File: src/rtl/uart_mem_ctrl_pkg.sv
// uart_mem_ctrl_pkg: shared state encoding and constants for the UART/memory transfer sequencer
package uart_mem_ctrl_pkg;
   typedef enum logic [3:0] {
      IDLE     = 4'd0,
      LD_WAIT  = 4'd1,
      LD_WRITE = 4'd2,
      DP_READ  = 4'd3,
      DP_LATCH = 4'd4,
      DP_START = 4'd5,
      DP_ACK   = 4'd6,
      DP_WAIT  = 4'd7,
      DONE     = 4'd8
   } ctrlState_t;
   localparam logic TX_START_ACTIVE = 1'b0;
   localparam int MEM_READ_LATENCY = 1;
endpackage

File: src/rtl/uart_mem_ctrl.sv
// uart_mem_ctrl: sequences codec words into memory (load) and memory words out to the codec (dump)
module uart_mem_ctrl
   import uart_mem_ctrl_pkg::*;
#(
   parameter int DATA_WIDTH = 12,
   parameter int ADDR_WIDTH = 8
) (
   input  logic                  clk,
   input  logic                  rstN,
   input  logic                  loadStart,
   input  logic                  dumpStart,
   input  logic                  abort,
   input  logic [ADDR_WIDTH-1:0] lastAddr,
   output logic                  busy,
   output logic                  done,
   output logic                  rxDropped,
   output logic [ADDR_WIDTH-1:0] memAddr,
   output logic                  memWrEn,
   output logic [DATA_WIDTH-1:0] memWrData,
   output logic                  memRdEn,
   input  logic [DATA_WIDTH-1:0] memRdData,
   output logic                  txStart,
   input  logic                  txReady,
   output logic [DATA_WIDTH-1:0] codecTxData,
   input  logic                  rxDone,
   input  logic [DATA_WIDTH-1:0] dataFromCodec
);
   ctrlState_t state, stateNext;
   logic [ADDR_WIDTH-1:0] addr, addrNext, lastReg, lastNext;
   logic dropNext;
   logic [DATA_WIDTH-1:0] txDataNext;
   logic inDump;

   assign inDump = state inside {DP_READ, DP_LATCH, DP_START, DP_ACK, DP_WAIT};

   // state, address counter, latched bound, drop flag and transmit word
   always_ff @(posedge clk or negedge rstN) begin
      if (!rstN) begin
         state       <= IDLE;
         addr        <= '0;
         lastReg     <= '0;
         rxDropped   <= 1'b0;
         codecTxData <= '0;
      end else begin
         state       <= stateNext;
         addr        <= addrNext;
         lastReg     <= lastNext;
         rxDropped   <= dropNext;
         codecTxData <= txDataNext;
      end
   end

   // next-state decode; abort overrides every transition, including completion
   always_comb begin
      stateNext  = state;
      addrNext   = addr;
      lastNext   = lastReg;
      dropNext   = rxDropped | (inDump & rxDone);
      txDataNext = codecTxData;
      case (state)
         IDLE: if (loadStart || dumpStart) begin
            addrNext  = '0;
            lastNext  = lastAddr;
            dropNext  = 1'b0;
            stateNext = loadStart ? LD_WAIT : DP_READ;
         end
         LD_WAIT:  stateNext = rxDone ? LD_WRITE : LD_WAIT;
         LD_WRITE: begin
            stateNext = (addr == lastReg) ? DONE : LD_WAIT;
            addrNext  = (addr == lastReg) ? addr : addr + 1'b1;
         end
         DP_READ:  stateNext = DP_LATCH;
         DP_LATCH: begin
            txDataNext = memRdData;
            stateNext  = DP_START;
         end
         DP_START: stateNext = txReady ? DP_ACK : DP_START;
         DP_ACK:   stateNext = txReady ? DP_ACK : DP_WAIT;
         DP_WAIT:  if (txReady) begin
            stateNext = (addr == lastReg) ? DONE : DP_READ;
            addrNext  = (addr == lastReg) ? addr : addr + 1'b1;
         end
         DONE:     stateNext = IDLE;
         default:  stateNext = IDLE;
      endcase
      if (abort && state != IDLE) stateNext = IDLE;
   end

   assign busy      = state != IDLE;
   assign done      = state == DONE && !abort;
   assign memAddr   = addr;
   assign memWrEn   = state == LD_WRITE && !abort;
   assign memWrData = state == LD_WRITE ? dataFromCodec : '0;
   assign memRdEn   = state == DP_READ && !abort;
   assign txStart   = (state == DP_START && txReady && !abort) ? TX_START_ACTIVE : ~TX_START_ACTIVE;
endmodule

File: config.mk
export PLATFORM = sky130hd
export DESIGN_NAME = uart_mem_ctrl
export DESIGN_NICKNAME = d
export VERILOG_FILES = /design/src/rtl/uart_mem_ctrl_pkg.sv /design/src/rtl/uart_mem_ctrl.sv
export SDC_FILE = /design/constraint.sdc
export NUM_CORES = 1
export LEC_CHECK = 0
export ABC_AREA = 1
export BUFFER_PORTS_ARGS = -buffer_cell sky130_fd_sc_hd__buf_2
export CAP_MARGIN = 20
export CORE_MARGIN = 2
export CORE_UTILIZATION = 41
export CTS_CLUSTER_SIZE = 8
export DETAILED_ROUTE_END_ITERATION = 10
export GPL_TIMING_DRIVEN = 0
export PLACE_DENSITY = 0.7
export SLEW_MARGIN = 10
export SYNTH_ARGS = -nofsm -noshare
export SYNTH_HDL_FRONTEND = slang
export SYNTH_SLANG_ARGS = --single-unit
export TNS_END_PERCENT = 20
File: constraint.sdc
create_clock -name clk -period 2.09 [get_ports clk]
set_clock_uncertainty 0.2 [all_clocks]
set_input_delay 0.209 -clock clk [delete_from_list [all_inputs] [get_ports clk]]
set_output_delay 0.209 -clock clk [all_outputs]
set_load 0.02 [all_outputs]
# Word-level counts from Yosys, hierarchy flattened
# Index checks and enable logic that the tools add are counted.
[word_totals] ff_bits=33 in_bits=39 word_cells=54
[op_classes] add_sub_neg=1 n_eq_ne=13 n_mux=18 bitwise_logic=2 n_reduce_logical=15
[ops] operator="one-hot mux 4 bit (8 select lines)" n=1
[ops] operator="2-to-1 mux 8 bit" n=3
[ops] operator="one-hot mux 8 bit (3 select lines)" n=1
[ops] operator="2-to-1 mux 4 bit" n=5
[ops] operator="== test 4 x 3 -> 1 bit (second input constant)" n=4
[ops] operator="2-to-1 mux 12 bit" n=1
[ops] operator="adder 8 x 1 -> 8 bit (second input constant)" n=1
[ops] operator="== test 4 x 2 -> 1 bit (second input constant)" n=2
[ops] operator="== test 8 bit" n=1
[ops] operator="logical AND 1 bit" n=6
[ops] operator="2-to-1 mux 2 bit" n=3
[ops] operator="nonzero test 5 bit" n=1
[ops] operator="== test 4 x 1 -> 1 bit (second input constant)" n=1
[ops] operator="== test 4 bit (second input constant)" n=1
[ops] operator="logical NOT 4 bit" n=1
[ops] operator="2-to-1 mux 1 bit" n=4
[ops] operator="inequality test 2 bit (second input constant)" n=2
[ops] operator="AND reduction 2 bit" n=2
[ops] operator="nonzero test 4 bit" n=1
[ops] operator="inequality test 3 x 2 -> 1 bit (second input constant)" n=1
[ops] operator="inequality test 3 bit (second input constant)" n=1
[ops] operator="AND reduction 3 bit" n=1
[ops] operator="nonzero test 3 bit" n=1
[ops] operator="bitwise AND 1 bit" n=1
[ops] operator="other kinds (3)" n=3

# Longest topological paths before layout
# Gate-level depths: netlist (run 1).
[depth] depth_word=6 depth_mapped=10 ltp_nobuf=10

# Worst setup path before layout (run 1)
# OpenSTA, ideal clock, no wires.
[synth_path] path_kind="reg-to-output" startpoint="register state[1]" endpoint="output port done" arrival_ps=1358 required_ps=1681 setup_slack_ps=323 path_stages_with_launch=4 path_cell_list="dfrtp_1 > nor2_2 > inv_1 > nor4_1"
[synth_between] elab_chain_cells=2
[synth_rtl] element="start: declaration" line_no="uart_mem_ctrl.sv:28" rtl="ctrlState_t state, stateNext;"
[synth_rtl] element="start signal: assignment" line_no="uart_mem_ctrl.sv:45" rtl="state <= stateNext;"
[synth_rtl] element="== test 4 bit" line_no="uart_mem_ctrl.sv:90" rtl="assign done = state == DONE && !abort;"
[synth_rtl] element="logical AND 1 bit" line_no="uart_mem_ctrl.sv:90"
[synth_rtl] element="end: declaration" line_no="uart_mem_ctrl.sv:15" rtl="output logic done,"
# Every way passes these cells.

# Worst setup path in the final report (run 1)
[layout_path] startpoint="register state[3]" endpoint="register addr[0], in the netlist memAddr[0]"
[layout_between] elab_chain_cells=3
[layout_rtl] element="== test 4 x 3 -> 1 bit (tied with other cells)" line_no="uart_mem_ctrl.sv:60" rtl="case (state)"
[layout_rtl] element="inequality test 2 bit (no source line) or nonzero test 3 bit (tied branches)"
[layout_rtl] element="AND reduction 3 bit (no source line)"
[layout_rtl] element="end signal: assignment" line_no="uart_mem_ctrl.sv:46" rtl="addr <= addrNext;"
[layout_rtl] element="end: declaration" line_no="uart_mem_ctrl.sv:29" rtl="logic [ADDR_WIDTH-1:0] addr, addrNext, lastReg, lastNext;"
# Several ways; a longest one is shown, not always the timed one.
# A chain may end at the register's enable or synchronous reset.

==> results of run 1 <==
[worst register-to-register path: stages (launching register included)]
cell and delay [ns]:
dfrtp_1 0.44, nor2_4 0.24, nand3_4 0.20, nand2_4 0.17, inv_4 0.07, a21oi_4 0.23, nand2_4 0.12, nand2_1 0.08
nand2_1 0.05
[metrics by stage]
| stage | util (%) | power [uW] |
|---|---|---|
| 2_1_floorplan | - | 2170 |
| 3_3_place_gp | 53.1 | 2580 |
| 3_5_place_dp | 53.1 | 2610 |
| 4_1_cts | 60.2 | 3230 |
| 5_1_grt | 60.1 | 3470 |
| 6_report | 60.1 | 3210 |
[power groups by stage]
| stage | clock network [uW] | registers, uW | logic, uW |
|---|---|---|---|
| after floorplan | 0 | 1230 | 941 |
| after global placement | 0 | 1060 | 1530 |
| after detailed placement | 0 | 1070 | 1550 |
| after CTS | 588 | 1060 | 1580 |
| after global routing | 613 | 1100 | 1750 |
| final | 573 | 1060 | 1570 |
[cells in the final DEF, fill, tap and decap left out, types with 4 or more instances in the layout]
master and n:
nand2_1 59, mux2_1 13, nand2_2 4, dfrtp_1 33, nand4_1 5, nor2_1 34, inv_1 38, clkbuf_8 5
nand3_1 13, dlygate4sd3_1 21, buf_2 76, a21oi_1 7, xnor2_1 4
[cells in the mapped netlist]
cell      number  area, um^2
nor3_2         1        10.0
nor2_2         1        6.26
nor4_1         1        6.26
o21a_1         1        7.51
inv_4          2        12.5
mux2_2         2        22.5
clkbuf_1       1        3.75
nor2_1        34         128
o21ai_2        1        8.76
ha_1           1        12.5
nand3_1       13        65.1
buf_4          2        15.0
inv_1         38         143
a21oi_4        1        16.3
xnor2_1        4        35.0
nand2_4        3        33.8
nor3_1         2        10.0
nand2_2        4        25.0
nand2_1       59         221
a21oi_1        7        35.0
xor2_1         1        8.76
nand4_1        5        31.3
inv_2          2        7.51
mux2_1        13         146
dfrtp_1       33         826
nor2_4         1        11.3
o21ai_0        3        15.0
a31oi_1        1        6.26
nand3_4        1        17.5
nand3_2        1        10.0
[logic make-up after synthesis]
family / share of synthesized area (%)
AND/OR/NAND/NOR: 30.3
multiplexers: 8.90
flip-flops: 43.5
buffers and inverters: 9.56
AO/OA/AOI/OAI: 4.68
adder cells (fa/ha/maj): 0.660
XOR/XNOR: 2.31
[final timing paths]
kind	slack, ns	endpoint	depth (start not counted)
min	0.09	state[0]	4
max reg2reg	0.19	memAddr[0]	8
max in group asynchronous	0.91	state[3]	2
min in group asynchronous	0.31	lastReg[5]	2
max	0.19	memAddr[0]	8
min reg2reg	0.29	codecTxData[0]	1
[metal layers]
metal | GRT usage, % | wire, um | vias up
met3 | 5.28 | 275 | 6
met2 | 33.6 | 2250 | 52
met4 | 6.29 | 55 | 0
li1 | - | - | 946
met1 | 21.2 | 1950 | 815
met5 | 0 | 0 | -
[repair_timing]
item                       CTS  global route
setup endpoints to repair    0            10
gates resized for setup      0             0
hold buffers                21             0
hold endpoints to repair    53             0
[flip-flops by register name, indices dropped and copies added (netlist names)]
name and count:
state 4, lastReg 8, rxDropped 1, codecTxData 12, memAddr 8
[layout make-up]
cell class	instances	area share, %
Buffer	2	0.566
Clock buffer	5	2.59
Clock inverter	2	1.32
Inverter	42	6.13
Multi-Input combinational cell	161	33.5
Sequential cell	33	31.1
Tap cell	52	2.45
Timing Repair Buffer	97	22.3
==> impl_metrics.env, run 1 <==
export IMPL_outcome="finished, final reports clean"
export IMPL_setup_tns_final_ns=0
export IMPL_fin_area_um2=2650
export IMPL_holdWs_ns=0.0857
export IMPL_rsz0062_at_grt="no"
export IMPL_hold_path_class="in -> reg"
export IMPL_synth_nets=279
export IMPL_min_period_ns=1.90
export IMPL_crit_type="reg -> reg"
export IMPL_max_stage_delay_ns=0.44
export IMPL_drv_cap=0
export IMPL_wl_mm=4.53
export IMPL_grt_first_pass_wirelength_mm=7.57
export IMPL_vias=1819
export IMPL_drive_gt1_share_pct=30.7
export IMPL_dp_slack_ns=0.290
export IMPL_slew_viol_final=0
export IMPL_crit_path_start="state[3]"
export IMPL_path_cells="nor2_4 -> nand3_4 -> nand2_4 -> inv_4 -> a21oi_4 -> nand2_4 -> nand2_1 -> nand2_1"
export IMPL_wl_per_cell_um=11.5
export IMPL_cts_max_path_buffers=2
export IMPL_drtIter0Drc=86
export IMPL_p_clk_share_pct=17.9
export IMPL_clk_latency_ns=0.29
export IMPL_fp_dieW_um=72.0
export IMPL_p_leak_uw=0.00147
export IMPL_arrival_ns=1.88
export IMPL_antenna_found_initial=0
export IMPL_ys_types=30
export IMPL_syn_inst=239
export IMPL_worst_ep_required_time_ns=2.07
export IMPL_cp_buffers_inverters=1
export IMPL_synth_seq_cells=33
export IMPL_setup_violations=0
export IMPL_fin_nets=382
export IMPL_layoutNonFillerInstCount=394
export IMPL_post_cts_buffers=0
export IMPL_core_um2=4410
export IMPL_dpl_cell_area_um2=2340
export IMPL_grt_max_degree=34
export IMPL_die_h_um=72.0
export IMPL_timing_final_ws_setup_ns=0.192
export IMPL_min_from="txReady"
export IMPL_end_kind="flip-flop"
export IMPL_period_share_pct=90.8
export IMPL_fill_cells=398
export IMPL_place_congestion=0.897
export IMPL_seqCellArea_um2=826
export IMPL_tightest_slew_ns=0.729
export IMPL_r2r_start="state[3]"
export IMPL_post_drt_via_cell_ratio=4.62
export IMPL_pwr_share_seq_pct=33.1
export IMPL_die_area_um2=5190
export IMPL_numClockSinks=33
export IMPL_p_sw_uw=1380
export IMPL_timing_fmax_mhz=527
export IMPL_cts_root_buf="clkbuf_8"
export IMPL_clkTransAtPathRegs_ns=0.07
export IMPL_path_delay_family="simple AND/OR/NAND/NOR gates"
export IMPL_grt_pass1_vias=1802
export IMPL_grt_ovfl_total=0
export IMPL_start_kind="flip-flop"
export IMPL_p_int_uw=1830
export IMPL_io_pins=77
export IMPL_power_density_nw_per_um2=1210
export IMPL_rows=24
export IMPL_syn_to_final_growth_pct=39.8
export IMPL_drc=0
export IMPL_power_frac_comb_pct=49.0
export IMPL_antenna_left=0
export IMPL_numCtsBuffers=5
export IMPL_placedCellCount=367
export IMPL_critPathSlowestCell="dfrtp_1"
export IMPL_slew_headroom_pct=51.4
export IMPL_dp_hpwl_mm=3.19
export IMPL_avgSynthCellArea_um2=7.94
export IMPL_port_buffers=76
export IMPL_mappedNetlistArea_um2=1900
export IMPL_sw_frac_of_total_pct=43.0
export IMPL_finalHoldViolations=0
export IMPL_seq_area_frac_synth_pct=43.5
export IMPL_initial_core_util_pct=43.0
export IMPL_cp_max_fo=14
export IMPL_htree_levels=2
export IMPL_multi_input_area_um2=890
export IMPL_cts_tree="yes"
export IMPL_synth_warnings=0
export IMPL_first_pass_iters=4
export IMPL_globalRouteTotalUtil_pct=18.7
export IMPL_insertedDiodeCount=0
export IMPL_peakVddDrop_mv=0.760
Power figures use the tool's default switching activity.
==> run 2: changes to the inputs <==
==> constraint.sdc (replaced) <==
create_clock -name clk -period 1.9 [get_ports clk]
set_clock_uncertainty 0.2 [all_clocks]
set_input_delay 0.19 -clock clk [delete_from_list [all_inputs] [get_ports clk]]
set_output_delay 0.19 -clock clk [all_outputs]
set_load 0.02 [all_outputs]
==> run 2 against run 1 <==
Global-route usage rose by 0.12 points; clock power rose by 9.9%; total power rose by 12%; via count rose by 0.99%; combinational power rose by 13%; worst setup slack got worse by 0.11 ns; wire length rose by 1.6%; sequential share of layout area fell by 0.21 points; utilization rose by 0.68 points; non-clock buffer count rose by 2; critical path depth fell by 3; largest power group unchanged; highest routed layer unchanged.
==> impl_metrics.env, run 2 (synthesis results as in run 1) <==
export IMPL_outcome="finished, final reports clean"
export IMPL_gr_usage_met3_pct=5.28
export IMPL_tightest_slew_ns=0.729
export IMPL_arrival_ns=1.43
export IMPL_fin_area_um2=2680
export IMPL_timing_final_ws_setup_ns=0.0784
export IMPL_period_share_pct=95.9
export IMPL_dp_slack_ns=0.0997
export IMPL_numCtsBuffers=5
export IMPL_cts_root_buf="clkbuf_8"
export IMPL_drive_gt1_share_pct=32.0
export IMPL_numClockSinks=33
export IMPL_peakVddDrop_mv=0.899
export IMPL_holdWs_ns=0.0613
export IMPL_antenna_left=0
export IMPL_clkTransAtPathRegs_ns=0.07
export IMPL_insertedDiodeCount=0
export IMPL_grt_first_pass_wirelength_mm=7.61
export IMPL_wl_mm=4.61
export IMPL_largest_reg_flops=12
export IMPL_grt_ovfl_total=0
export IMPL_mostFrequentLayoutCells="buf_2, nand2_1, inv_1"
export IMPL_cp_buffers_inverters=2
export IMPL_initial_core_util_pct=43.0
export IMPL_die_area_um2=5190
export IMPL_path_delay_family="flip-flops"
export IMPL_use_met1_pct=21.2
export IMPL_core_um2=4410
export IMPL_drtIter0Drc=60
export IMPL_end_kind="output pin"
export IMPL_cp_max_fo=10
export IMPL_timing_fmax_mhz=549
export IMPL_die_h_um=72.0
export IMPL_rsz0062_at_grt="yes"
export IMPL_grt_max_degree=34
export IMPL_min_period_ns=1.82
export IMPL_dp_hpwl_mm=3.19
export IMPL_vias=1837
export IMPL_syn_to_final_growth_pct=41.4
export IMPL_io_pins=77
export IMPL_drc=0
export IMPL_drv_cap=0
export IMPL_cts_tree="yes"
export IMPL_max_stage_delay_ns=0.44
export IMPL_cts_max_path_buffers=2
export IMPL_htree_levels=2
export IMPL_start_kind="flip-flop"
export IMPL_worst_ep_required_time_ns=1.51
export IMPL_port_buffers=76
export IMPL_dpl_cell_area_um2=2340
export IMPL_fin_nets=384
export IMPL_p_leak_uw=0.00148
export IMPL_critPathSlowestCell="dfrtp_2"
export IMPL_hold_path_class="in -> reg"
export IMPL_rows=24
export IMPL_final_common_cell="buf_2"
export IMPL_multi_input_area_um2=895
export IMPL_fp_dieW_um=72.0
export IMPL_slew_viol_final=0
export IMPL_top_register="codecTxData"
export IMPL_wl_per_cell_um=11.6
export IMPL_power_density_nw_per_um2=1330
export IMPL_globalRouteTotalUtil_pct=18.8
export IMPL_gr_max_usage_layer="met2"
export IMPL_seqCellArea_um2=830
export IMPL_place_congestion=0.897
export IMPL_crit_type="reg -> out"
export IMPL_clk_latency_ns=0.29
export IMPL_path_cells="nor2_4 -> nand3_4 -> buf_6 -> nor2_1 -> buf_2"
export IMPL_post_drt_via_cell_ratio=4.64
export IMPL_first_pass_iters=5
export IMPL_finalHoldViolations=0
export IMPL_antenna_found_initial=0
export IMPL_met2_usage_pct=34.0
export IMPL_setup_violations=0
export IMPL_slew_headroom_pct=51.4
export IMPL_grt_pass1_vias=1812
export IMPL_post_route_util_pct=60.8
export IMPL_fill_cells=400
[run 2: per-layer routing]
| metal | share of wire (%) | vias up |
|---|---|---|
| li1 | - | 947 |
| met1 | 43 | 835 |
| met2 | 50 | 49 |
| met3 | 5.6 | 6 |
| met4 | 1.2 | 0 |
| met5 | 0 | - |
[run 2: metrics by stage]
step	power, uW	cells	TNS [ns]
floorplan	2380	239	0
global placement	2840	367	0
detailed placement	2870	367	0
CTS	3570	396	0
global route	3870	396	-0.0139
finish	3580	396	0
[run 2: area by class of cell]
class                      count  area share (%)
buffer                         3           0.979
clock buffer                   5            2.57
clock inverter                 2            1.31
inverter                      42            6.06
multi-input combinational    161            33.3
sequential                    33            30.9
tap                           52            2.43
timing repair buffer          98            22.4
[run 2: worst reg2reg max path, stage by stage, from the launching register on]
cell	delay (ns)
dfrtp_2	0.44
inv_1	0.10
nand2_2	0.09
inv_2	0.09
nand2_1	0.08
nand2_4	0.12
inv_4	0.07
a21oi_4	0.23
nand2_4	0.13
nand2_1	0.08
nand2_1	0.05
[run 2: what timing repair did]
action                                  CTS  global route
hold endpoints to repair                 53             0
gates cloned                              0             0
resized for setup                         1             9
pin swaps                                 1             1
buffers inserted                          1             0
hold buffers                             21             0
endpoints found under the setup margin   10            18
[run 2: power by group]
group	internal (uW)	switching (uW)
registers	982	195
clock network	381	250
logic	683	1090
total	2050	1530
[run 2: final timing paths]
path                                     start              to  slack (ns)  depth (start not counted)
worst min-delay path                   txReady        state[0]        0.06                          4
worst max register to register        state[3]      memAddr[0]        0.13                         10
min in group asynchronous                 rstN      lastReg[5]        0.29                          2
worst min register to register  codecTxData[0]  codecTxData[0]        0.29                          1
max in group asynchronous                 rstN        state[3]        0.70                          2
worst max-delay path                  state[3]    memWrData[6]        0.08                          5
==> run 3: changes to the inputs <==
--- a/config.mk
+++ b/config.mk
@@ -8,12 +8,13 @@
 export ABC_AREA = 1
 export BUFFER_PORTS_ARGS = -buffer_cell sky130_fd_sc_hd__buf_2
 export CAP_MARGIN = 20
-export CORE_MARGIN = 2
 export CORE_UTILIZATION = 41
+export CTS_CLUSTER_DIAMETER = 40
 export CTS_CLUSTER_SIZE = 8
 export DETAILED_ROUTE_END_ITERATION = 10
 export GPL_TIMING_DRIVEN = 0
 export PLACE_DENSITY = 0.7
+export SKIP_CTS_REPAIR_TIMING = 1
 export SLEW_MARGIN = 10
 export SYNTH_ARGS = -nofsm -noshare
 export SYNTH_HDL_FRONTEND = slang
==> run 3 against run 2 <==
Sequential share of layout area hardly changed; register-to-register slack hardly changed; sequential power hardly changed; clock-buffer cell count stayed put; die area is 5.5% lower; non-clock buffer count is 2 higher; wire length is 1.1% lower; flip-flop and latch count stayed put; worst hold slack better by 0.010 ns; cell area hardly changed; largest cell class unchanged; maximum frequency is 1.1% lower; utilization is 0.057 points higher.
==> impl_metrics.env, run 3 (synthesis results as in run 1) <==
export IMPL_grt_pass1_vias=1658
export IMPL_min_period_ns=1.84
export IMPL_clkTransAtPathRegs_ns=0.07
export IMPL_r2r_start="state[3]"
export IMPL_drtIter0Drc=69
export IMPL_post_drt_via_cell_ratio=4.65
export IMPL_rows=24
export IMPL_path_cells="nor2_4 -> buf_4 -> buf_4 -> nand2_1 -> nor2_1 -> buf_4"
export IMPL_drv_cap=0
export IMPL_io_pins=77
export IMPL_largest_reg_flops=12
export IMPL_cts_root_buf="clkbuf_8"
export IMPL_dp_hpwl_mm=3.17
export IMPL_worst_ep_required_time_ns=1.51
export IMPL_cp_depth=6
export IMPL_finalHoldViolations=0
export IMPL_wl_per_cell_um=11.4
export IMPL_period_share_pct=97.0
export IMPL_start_kind="flip-flop"
export IMPL_r2r_cells=10
export IMPL_power_uw=3500
export IMPL_numCtsBuffers=5
export IMPL_htree_levels=2
export IMPL_use_met1_pct=20.7
export IMPL_die_area_um2=4900
export IMPL_crit_type="reg -> out"
export IMPL_die_h_um=70.0
export IMPL_placedCellCount=367
export IMPL_port_buffers=76
export IMPL_cp_buffers_inverters=3
export IMPL_initial_core_util_pct=43.0
export IMPL_fp_dieW_um=70.0
export IMPL_path_delay_family="flip-flops"
export IMPL_gr_usage_met3_pct=6.35
export IMPL_globalRouteTotalUtil_pct=18.0
export IMPL_setup_violations=0
export IMPL_r2r_setup_slack_ns=0.14
export IMPL_dpl_cell_area_um2=2340
export IMPL_layoutNonFillerInstCount=399
export IMPL_outcome="finished, final reports clean"
export IMPL_p_leak_uw=0.00147
export IMPL_hold_path_class="in -> reg"
export IMPL_place_congestion=0.871
export IMPL_core_um2=4410
export IMPL_post_route_util_pct=60.8
export IMPL_crit_end="memRdEn"
export IMPL_grt_first_pass_wirelength_mm=6.97
export IMPL_grt_ovfl_total=0
export IMPL_arrival_ns=1.45
export IMPL_clk_latency_ns=0.29
export IMPL_cts_max_path_buffers=2
export IMPL_gr_max_usage_layer="met2"
export IMPL_mostFrequentLayoutCells="buf_2, nand2_1, inv_1"
export IMPL_crit_path_start="state[2]"
export IMPL_drc=0
export IMPL_cp_max_fo=3
export IMPL_reg2reg_to="memAddr[0]"
export IMPL_end_kind="output pin"
export IMPL_met2_usage_pct=31.0
export IMPL_numClockSinks=33
export IMPL_fin_area_um2=2690
export IMPL_holdWs_ns=0.0717
export IMPL_critPathSlowestCell="dfrtp_2"
export IMPL_slew_viol_final=0
export IMPL_final_common_cell="buf_2"
export IMPL_top_register="codecTxData"
export IMPL_wl_mm=4.55
export IMPL_antenna_found_initial=0
export IMPL_insertedDiodeCount=0
export IMPL_first_pass_iters=4
export IMPL_critical_path_top_cell_by_count="buf_4"
export IMPL_max_stage_delay_ns=0.43
export IMPL_slew_headroom_pct=51.6
export IMPL_syn_to_final_growth_pct=41.6
export IMPL_antenna_left=0
export IMPL_tightest_slew_ns=0.726
export IMPL_power_density_nw_per_um2=1300
export IMPL_drive_gt1_share_pct=32.6
export IMPL_cts_tree="yes"
export IMPL_timing_fmax_mhz=543
export IMPL_grt_max_degree=34
export IMPL_vias=1857
export IMPL_peakVddDrop_mv=0.934
export IMPL_fin_nets=386
[run 3: layout make-up]
type                       count  area (um^2)
multi-input combinational    161          895
fill                         395         1730
tap                           52         65.1
timing repair buffer         100          621
inverter                      42          163
buffer                         3         26.3
sequential                    33          830
clock inverter                 3         17.5
clock buffer                   5         68.8
[run 3: worst min-delay path: stages]
cell     delay, ns
buf_2         0.12
inv_1         0.06
nand3_1       0.10
nand2_1       0.06
[run 3: routing by layer]
metal,part of all wire (%),wire length [um]
met3,5.1,232
met5,0,0
met2,49,2230
met1,45,2030
met4,1.2,56
[run 3: how the worst min path moves through the flow]
stage	startpoint	cells after the start	slack, ns	to
floorplan	rstN	0	-0.31	codecTxData[0]
global placement	rstN	1	0.1	lastReg[5]
detailed placement	rstN	1	0.09	lastReg[4]
CTS	rstN	1	-0.22	rxDropped
global route	txReady	4	0.09	state[1]
finish	txReady	4	0.07	state[1]
[run 3: per-stage QoR]
stage / setup slack [ns] / TNS (ns)
2_1_floorplan: 0.152 / 0
3_3_place_gp: 0.0993 / 0
3_5_place_dp: 0.108 / 0
4_1_cts: -0.141 / -1.26
5_1_grt: -0.0133 / -0.0484
6_report: 0.0574 / 0
[run 3: power breakdown]
group	internal (uW)	switching (uW)	total, uW	leakage (uW)
logic	709	1090	1800	0.00103
clock network	252	266	519	0.0000439
registers	981	193	1170	0.000402
